===== config.mk =====
export PLATFORM = sky130hd
export DESIGN_NAME = mem_port_arbiter
export DESIGN_NICKNAME = d
export VERILOG_FILES = /design/src/rtl/mem_port_arbiter.sv
export SDC_FILE = /design/constraint.sdc
export NUM_CORES = 1
export LEC_CHECK = 0
export CAP_MARGIN = 20
export CORE_AREA = 2 2 208 210
export DETAILED_ROUTE_END_ITERATION = 6
export DIE_AREA = 0 0 210 212
export GPL_TIMING_DRIVEN = 0
export SETUP_SLACK_MARGIN = 0.5
export SLEW_MARGIN = 20
export SYNTH_ARGS = -nofsm -noshare
export SYNTH_HDL_FRONTEND = slang
export SYNTH_SLANG_ARGS = --single-unit

===== constraint.sdc =====
create_clock -name clk -period 4.6 [get_ports clk]
set_input_delay 0.92 -clock clk [delete_from_list [all_inputs] [get_ports clk]]
set_output_delay 0.92 -clock clk [all_outputs]
set_load 0.01 [all_outputs]

===== src/rtl/mem_port_arbiter.sv =====
// Round-robin arbiter/sequencer sharing one 64-bit memory port between the
// I-side walker, D-side walker and core data path, with stall timeout.
module mem_port_arbiter #(
  parameter int unsigned TIMEOUT = 255
) (
  input  logic        clk,
  input  logic        rst,
  input  logic        i_req,
  input  logic [63:0] i_addr,
  output logic        i_done,
  input  logic        d_req,
  input  logic [63:0] d_addr,
  output logic        d_done,
  input  logic        c_req,
  input  logic        c_we,
  input  logic [63:0] c_addr,
  input  logic [63:0] c_wdata,
  output logic        c_done,
  output logic [63:0] rdata,
  output logic        err,
  output logic [1:0]  gnt_id,
  output logic        mem_ren,
  output logic        mem_wen,
  output logic [63:0] mem_addr,
  output logic [63:0] mem_wdata,
  input  logic [63:0] mem_rdata,
  input  logic        mem_stall
);

  localparam int unsigned AW = 64;
  localparam int unsigned DW = 64;
  localparam int unsigned CW = 16;
  localparam int unsigned IW = 2;
  localparam logic [IW-1:0] ID_I    = 2'd0;
  localparam logic [IW-1:0] ID_D    = 2'd1;
  localparam logic [IW-1:0] ID_C    = 2'd2;
  localparam logic [IW-1:0] ID_NONE = 2'd3;

  typedef enum logic {IDLE, BUSY} state_e;

  state_e        state_q, state_d;
  logic [IW-1:0] last_q, last_d;
  logic [CW-1:0] cnt_q, cnt_d;
  logic          i_done_q, i_done_d;
  logic          d_done_q, d_done_d;
  logic          c_done_q, c_done_d;
  logic [DW-1:0] rdata_q, rdata_d;
  logic          err_q, err_d;
  logic [IW-1:0] gnt_id_q, gnt_id_d;
  logic          mem_ren_q, mem_ren_d;
  logic          mem_wen_q, mem_wen_d;
  logic [AW-1:0] mem_addr_q, mem_addr_d;
  logic [DW-1:0] mem_wdata_q, mem_wdata_d;

  logic [2:0]    req_vec;
  logic          win_vld;
  logic [IW-1:0] win_id;
  logic          timeout_hit;
  int unsigned   idx;

  // A requester whose done pulse is high this cycle is not re-granted yet.
  assign req_vec = {c_req & ~c_done_q, d_req & ~d_done_q, i_req & ~i_done_q};

  // Round-robin pick starting after the last granted id.
  always_comb begin
    win_vld = 1'b0;
    win_id  = ID_NONE;
    idx     = 0;
    for (int unsigned k = 1; k <= 3; k++) begin
      idx = (32'(last_q) + k) % 32'd3;
      if (!win_vld && req_vec[idx]) begin
        win_vld = 1'b1;
        win_id  = IW'(idx);
      end
    end
  end

  assign timeout_hit = mem_stall && (TIMEOUT != 0) &&
                       ((cnt_q + CW'(1)) == CW'(TIMEOUT));

  // Next-state and registered-output logic.
  always_comb begin
    state_d     = state_q;
    last_d      = last_q;
    cnt_d       = cnt_q;
    i_done_d    = 1'b0;
    d_done_d    = 1'b0;
    c_done_d    = 1'b0;
    rdata_d     = rdata_q;
    err_d       = err_q;
    gnt_id_d    = gnt_id_q;
    mem_ren_d   = mem_ren_q;
    mem_wen_d   = mem_wen_q;
    mem_addr_d  = mem_addr_q;
    mem_wdata_d = mem_wdata_q;
    unique case (state_q)
      IDLE: begin
        if (win_vld) begin
          state_d  = BUSY;
          last_d   = win_id;
          gnt_id_d = win_id;
          cnt_d    = '0;
          case (win_id)
            ID_I: begin
              mem_addr_d = i_addr;
              mem_ren_d  = 1'b1;
              mem_wen_d  = 1'b0;
            end
            ID_D: begin
              mem_addr_d = d_addr;
              mem_ren_d  = 1'b1;
              mem_wen_d  = 1'b0;
            end
            default: begin
              mem_addr_d  = c_addr;
              mem_wdata_d = c_wdata;
              mem_ren_d   = ~c_we;
              mem_wen_d   = c_we;
            end
          endcase
        end
      end
      BUSY: begin
        if (!mem_stall || timeout_hit) begin
          rdata_d   = (!timeout_hit && mem_ren_q) ? mem_rdata : '0;
          err_d     = timeout_hit;
          i_done_d  = (gnt_id_q == ID_I);
          d_done_d  = (gnt_id_q == ID_D);
          c_done_d  = (gnt_id_q == ID_C);
          mem_ren_d = 1'b0;
          mem_wen_d = 1'b0;
          gnt_id_d  = ID_NONE;
          state_d   = IDLE;
        end else if (TIMEOUT != 0) begin
          cnt_d = cnt_q + CW'(1);
        end
      end
      default: state_d = IDLE;
    endcase
  end

  always_ff @(posedge clk) begin
    if (!rst) begin
      state_q     <= IDLE;
      last_q      <= ID_C;
      cnt_q       <= '0;
      i_done_q    <= 1'b0;
      d_done_q    <= 1'b0;
      c_done_q    <= 1'b0;
      rdata_q     <= '0;
      err_q       <= 1'b0;
      gnt_id_q    <= ID_NONE;
      mem_ren_q   <= 1'b0;
      mem_wen_q   <= 1'b0;
      mem_addr_q  <= '0;
      mem_wdata_q <= '0;
    end else begin
      state_q     <= state_d;
      last_q      <= last_d;
      cnt_q       <= cnt_d;
      i_done_q    <= i_done_d;
      d_done_q    <= d_done_d;
      c_done_q    <= c_done_d;
      rdata_q     <= rdata_d;
      err_q       <= err_d;
      gnt_id_q    <= gnt_id_d;
      mem_ren_q   <= mem_ren_d;
      mem_wen_q   <= mem_wen_d;
      mem_addr_q  <= mem_addr_d;
      mem_wdata_q <= mem_wdata_d;
    end
  end

  assign i_done    = i_done_q;
  assign d_done    = d_done_q;
  assign c_done    = c_done_q;
  assign rdata     = rdata_q;
  assign err       = err_q;
  assign gnt_id    = gnt_id_q;
  assign mem_ren   = mem_ren_q;
  assign mem_wen   = mem_wen_q;
  assign mem_addr  = mem_addr_q;
  assign mem_wdata = mem_wdata_q;

endmodule


Word-level counts from Yosys, hierarchy flattened
Index checks and enable logic that the tools add are counted.

Input port bits: 327. Flip-flop bits (word level): 219. Output and inout port bits: 200. Word-level logic and storage cells: 87.

Add/sub/neg operators: 4. Multiplexer cells: 30. Bitwise logic cells: 9. Eq/ne operators: 7. Reduce and logical (&&, ||, !) cells: 18. Magnitude comparators: 3. Divide/modulo/power cells: 3.

Operators with widths (count): $pmux W64 S2 (1); $lt A32 B3 Y1 const B (3); $mod A32 B2 Y32 const B (3); $mux W64 (1); $mux W16 (2); $pmux W16 S2 (1); $add A16 B1 Y16 const B (1); $eq A16 B8 Y1 const B (1); $mux W1 (13); $mux W2 (5); $reduce_and A2 Y1 (4); $add A2 B2 Y3 const B (2); $bmux W1 S2 (3); $not A1 Y1 (6); $pmux W1 S2 (3); $reduce_and A3 Y1 (2); $eq A2 B1 Y1 const B (2); $logic_and A1 B1 Y1 (4); $logic_not A1 Y1 (4); $logic_not A2 Y1 (2); $ne A2 B2 Y1 const B (2); $pmux W2 S2 (1); $add A2 B1 Y3 const B (1); $and A1 B1 Y1 (3); 4 further kinds (4).

Depth between registers and ports, before layout
Word-level depth: 16. Mapped depth: 11. Gate-level depth less buffers: 8.

Least setup slack after synthesis
Ideal clock, no wire load.

Path type: input -> register. From: input port c_req. To: register mem_wdata_q[14], in the netlist mem_wdata[14]. Arrival time: 2.513 ns. Slack: 1.959 ns. Buffers on the path: 2. Data required time: 4.472 ns. Stages on the path: 8. Setup time: 0.128 ns. Cell sequence: nor2b_1 nor2_1 maj3_1 a211oi_1 buf_4 buf_4 mux2i_1 nor2_1.

Longest elaborated chain between the ends: 14. Elaborated cells on any way between the ends: 22. Classes of those cells: eq/ne: 1; mux: 12; bitwise: 2; reduce/logical: 7.

Ends and longest elaborated chain: from (decl) (RTL line 14) `input logic c_req,`; $and A1 B1 Y1 * (RTL line 62) `assign req_vec = {c_req & ~c_done_q, d_req & ~d_done_q, i_req & ~i_done_q};`; $bmux W1 S2 (RTL line 71) `if (!win_vld && req_vec[idx]) begin`; $mux W1 (implied by the code) (RTL line 71); $mux W1 (RTL line 71); $logic_not A1 Y1 (RTL line 71); $logic_and A1 B1 Y1 (RTL line 71); $mux W1 (RTL line 71); $logic_not A1 Y1 (RTL line 71); $logic_and A1 B1 Y1 (RTL line 71); $mux W2 (RTL line 71); $eq A2 B1 Y1 / $logic_not A2 Y1 (equally long branches) (RTL line 103) `case (win_id)`; $reduce_or A2 Y1 (no source line); $not A1 Y1 (no source line); $reduce_and A3 Y1 (no source line) *; to (signal assigned) (RTL line 170) `mem_wdata_q <= mem_wdata_d;`; to (decl) (RTL line 53) `logic [DW-1:0] mem_wdata_q, mem_wdata_d;`.

Every way passes the cells marked *; elsewhere a longest branch is shown, timed or not. The select of a mux whose other input is x is not followed. A chain may end at the register's enable or synchronous reset.

Final worst setup path
From: input port i_req. To: register mem_addr_q[54], in the netlist mem_addr[54].

Longest elaborated chain between the ends: 12. Elaborated cells on any way between the ends: 21. Classes of those cells: eq/ne: 1; mux: 13; bitwise: 1; reduce/logical: 6.

Ends and longest elaborated chain: from (decl) (RTL line 8) `input logic i_req,`; $and A1 B1 Y1 * (RTL line 62); $bmux W1 S2 (RTL line 71); $mux W1 (implied by the code) (RTL line 71); $mux W1 (RTL line 71); $logic_not A1 Y1 (RTL line 71); $logic_and A1 B1 Y1 (RTL line 71); $mux W1 (RTL line 71); $logic_not A1 Y1 (RTL line 71); $logic_and A1 B1 Y1 (RTL line 71); $mux W2 (RTL line 71); $eq A2 B1 Y1 / $logic_not A2 Y1 (equally long branches) (RTL line 103); $pmux W64 S2 (RTL line 103); to (signal assigned) (RTL line 169) `mem_addr_q <= mem_addr_d;`; to (decl) (RTL line 52) `logic [AW-1:0] mem_addr_q, mem_addr_d;`.

Marked as above.

==> Flow_metrics.wiki <==
{| class="wikitable"
! Metric !! Value
|-
| Post-synthesis xor/xnor area fraction || 0.00362
|-
| Commonest register cell after synthesis || dfxtp_1
|-
| Fraction of the mapped netlist area in adder cells || 0.00620
|-
| Final period demand of the worst path || approximately 3.3 ns
|-
| Vias per cell || 4.71
|-
| Synthesis Warnings || 0
|-
| Setup clock skew after layout || roughly 0.0089 ns
|-
| Share of cells above drive strength 1 || 0.0931
|-
| Share of the synthesized area in compound gates (AO/OA/AOI/OAI) || 0.269
|-
| Worst flop-to-flop path startpoint || last_q[0]
|-
| Clock-pin transition on the worst setup and hold timing paths || approximately 0.060 ns
|-
| Cell types with the largest area share after synthesis || dfxtp_1 45%, o211ai_1 11%, mux2i_1 6.7%
|-
| Multiplexer area fraction after synthesis || 0.0699
|-
| Arrival time worst endpoint || 3.77 ns
|-
| Maximum net fanout on the critical path || 10
|-
| Pin count of the biggest net entering global routing || 14
|-
| Final non-filler cell total || roughly 2,100
|-
| Post-synthesis cell count || about 1,000
|-
| Vertical die dimension || 212 µm
|-
| TritonCTS Sinks || 219
|-
| Worst vdd rail ir drop || about 0.29 mV
|-
| Post-synthesis share of cell area spent on and, or, nand and nor gates || 0.122
|-
| Number of enable flip-flop cells after synthesis || 0
|-
| Origin of the worst min-delay path || mem_addr[61]
|-
| Worst Hold End || mem_addr[61]
|-
| Routability Congestion || ~0.87
|-
| Routed Wire Length || 40,600 µm
|-
| Via count of the first global-routing pass || 10,200
|-
| Post-placement worst setup slack || between 0.6 and 0.7 ns
|-
| Placeable Area || between 40,000 and 50,000 µm²
|-
| Io pins || roughly 530
|-
| Post-DRT Antenna Nets || 0
|-
| Fmax || between 300 and 400 MHz
|-
| Horizontal extent of the die || around 210 µm
|-
| Drt wl/cell || 19.0 µm
|-
| CTS tree || built
|-
| Final Net Count || 1,901
|-
| Outcome || finished, final reports clean
|-
| Cell area reported after detailed placement || 15,600 µm²
|-
| Number of buffers inserted by post-CTS setup repair || 0
|-
| Setup slack of the worst register-to-register path || approximately 1.4 ns
|-
| Clk root buf || clkbuf_16
|-
| Post-synth top area share || 0.453
|-
| Area of the die || about 45,000 µm²
|-
| Async set-or-reset flop fraction in the synthesized netlist || 0
|-
| Post-Place Cells || 2,087
|-
| Core Rows || 76
|-
| Setup CP Type || in2reg
|-
| Synthesized area per cell || approximately 9.5 µm²
|-
| Final period utilization || 0.724
|-
| Yosys top cell by area || dfxtp_1
|-
| Port bufs || approximately 530
|-
| Crit path required time || approximately 5.0 ns
|-
| Sequential area share after synthesis || 0.453
|-
| Transition at the pin with the smallest max-transition slack || between 0.8 and 0.9 ns
|-
| DRC violation count after routing || 0
|-
| Congestion Overflow GR || 0
|-
| Leakage power summed over all cells || 6.06 nW
|-
| Number of flip-flops and latches in the synthesized netlist || between 200 and 250
|-
| Longest Clk Path Bufs || 3
|-
| First-pass GRT wire length || approximately 60,000 µm
|-
| Number of iterations in the first detailed-routing pass || 5
|-
| Max-cap check violation count || 0
|-
| CTS H-tree depth || 1
|-
| Cts bufs inserted || 27
|-
| Final slew viol count || 0
|-
| Startpoint types || input port
|-
| Source-to-sink clock delay at the later pin of the worst-skew pair || between 0.5 and 0.6 ns
|-
| Path category of the worst min-delay check || reg2reg
|-
| Endpoint kind of the worst setup timing path || flop
|-
| Netlist area before placement || approximately 9700 µm²
|-
| End of the worst register-to-register path || mem_addr[54]
|-
| Number of different library cells in the post-synthesis netlist || 58
|-
| Area added between synthesis and finish || 70.5%
|-
| Minimum setup slack in the final design || around 1.3 ns
|-
| Depth of the worst register-to-register path || 9
|-
| Final hold violations || 0
|-
| Pwr dens || 541 nW/µm²
|-
| Total Negative Setup Slacks || 0 ns
|-
| Slew HR || 0.402
|-
| Worst hold slack across all endpoints || approximately 0.46 ns
|-
| Half-perimeter wire length after placement || around 32,000 µm
|-
| Post-route cell area || roughly 17,000 µm²
|-
| Largest family of logic cells by synthesized area || compound AO/OA/AOI/OAI gates
|-
| Count of cells along the worst hold path || 1
|-
| Global Route Usage Sum || 0.172
|-
| Hold Buf Count CTS || 0
|-
| Initial Utilization || 0.228
|-
| Antenna violations before repair || 1
|-
| Setup repair after global routing missed its margin || no
|-
| Vias || about 10,000
|-
| Final setup viols || 0
|-
| Synth Net Count || 1,346
|-
| Drt first-iter violations || ~430
|-
| Antenna diode instance count || 0
|-
| Post_cts resized || 0
|}
==> cells in the final DEF (no fill, tap or decap), types with 4 or more instances in the layout <==
master	instances
or2_2	64
a31oi_1	5
buf_1	5
buf_6	6
a21oi_1	9
nor3_1	14
nor3b_1	4
nor2b_1	4
clkdlybuf4s50_1	526
a22o_1	64
clkbuf_8	4
nand3_1	16
inv_1	73
nor2_1	77
o21ai_0	4
buf_4	7
a32o_1	64
clkinv_2	8
clkbuf_1	66
o21ai_1	6
nand4_1	4
clkbuf_16	27
dfxtp_1	219
buf_2	18
nand2_1	25
mux2i_1	65
ha_1	4
o211ai_1	140
o221ai_1	4
==> state kept, by name, indices dropped and copies added, names as in the netlist <==
| signal | flops |
|---|---|
| gnt_id | 2 |
| d_done | 1 |
| last_q | 2 |
| mem_addr | 64 |
| err | 1 |
| state_q | 1 |
| rdata | 64 |
| c_done | 1 |
| mem_wen | 1 |
| mem_wdata | 64 |
| cnt_q | 16 |
| i_done | 1 |
| mem_ren | 1 |
==> synthesized netlist by cell type, types with 9 or more instances <==
cell type / count
clkbuf_1: 61
nand3_1: 16
inv_1: 73
buf_2: 18
o211ai_1: 140
nor2_1: 78
a32o_1: 64
nor3_1: 14
a22o_1: 64
a21oi_1: 9
dfxtp_1: 219
nand2_1: 25
mux2i_1: 65
or2_2: 64
==> logic make-up after synthesis <==
kind of cell | count (synthesis)
AO/OA/AOI/OAI | 319
AND/OR/NAND/NOR | 230
flip-flops | 219
buffers and inverters | 171
multiplexers | 67
adder cells (fa/ha/maj) | 5
XOR/XNOR | 4
==> routing by layer <==
layer | global-route usage | wire length, µm | vias to the layer above
met5 | 0 | 9 | -
met4 | 0.0677 | 1420 | 2
met3 | 0.0386 | 2780 | 75
met2 | 0.300 | 19700 | 397
met1 | 0.205 | 16700 | 4719
li1 | - | - | 4868
==> per-stage QoR <==
| step | total power, W | utilization |
|---|---|---|
| final | 0.00893 | 0.388 |
| after global routing | 0.00948 | 0.388 |
| after global placement | 0.00685 | 0.368 |
| after CTS | 0.00905 | 0.388 |
| after detailed placement | 0.00690 | 0.368 |
| after floorplan | 0.00496 | - |
==> worst max-delay path, cell delays in order <==
cell and delay, ns:
clkdlybuf4s50_1 0.46, nand2b_1 0.20, o32a_1 0.24, o22ai_1 0.48, clkbuf_1 0.58, buf_2 0.39
o211ai_1 0.19, a32o_1 0.28
==> worst max-delay path by stage <==
stage	slack [ns]	to	from
after floorplan	1.96	mem_wdata[14]	c_req
after global placement	0.69	mem_addr[54]	i_req
after detailed placement	0.65	mem_addr[51]	i_req
after CTS	1.24	mem_addr[51]	i_req
after global routing	1.10	mem_addr[54]	i_req
final	1.27	mem_addr[54]	i_req
==> power breakdown <==
group	internal, W	total [W]	switching [W]	leakage, nW
clock	0.00125	0.00210	0.000849	0.436
sequential	0.00232	0.00257	0.000248	1.79
combinational	0.00202	0.00426	0.00224	3.84
total	0.00559	0.00893	0.00334	6.06
==> area by class of cell <==
type	instances	area, µm²
well taps	546	683
flip-flops and latches	219	4380
repair buffers	526	5270
clock buffers	36	749
plain buffers	97	458
clock inverters	13	125
fillers	4271	26000
multi-input cells	625	4560
inverters	74	278
Note: power is estimated with default switching activity, not from simulation.
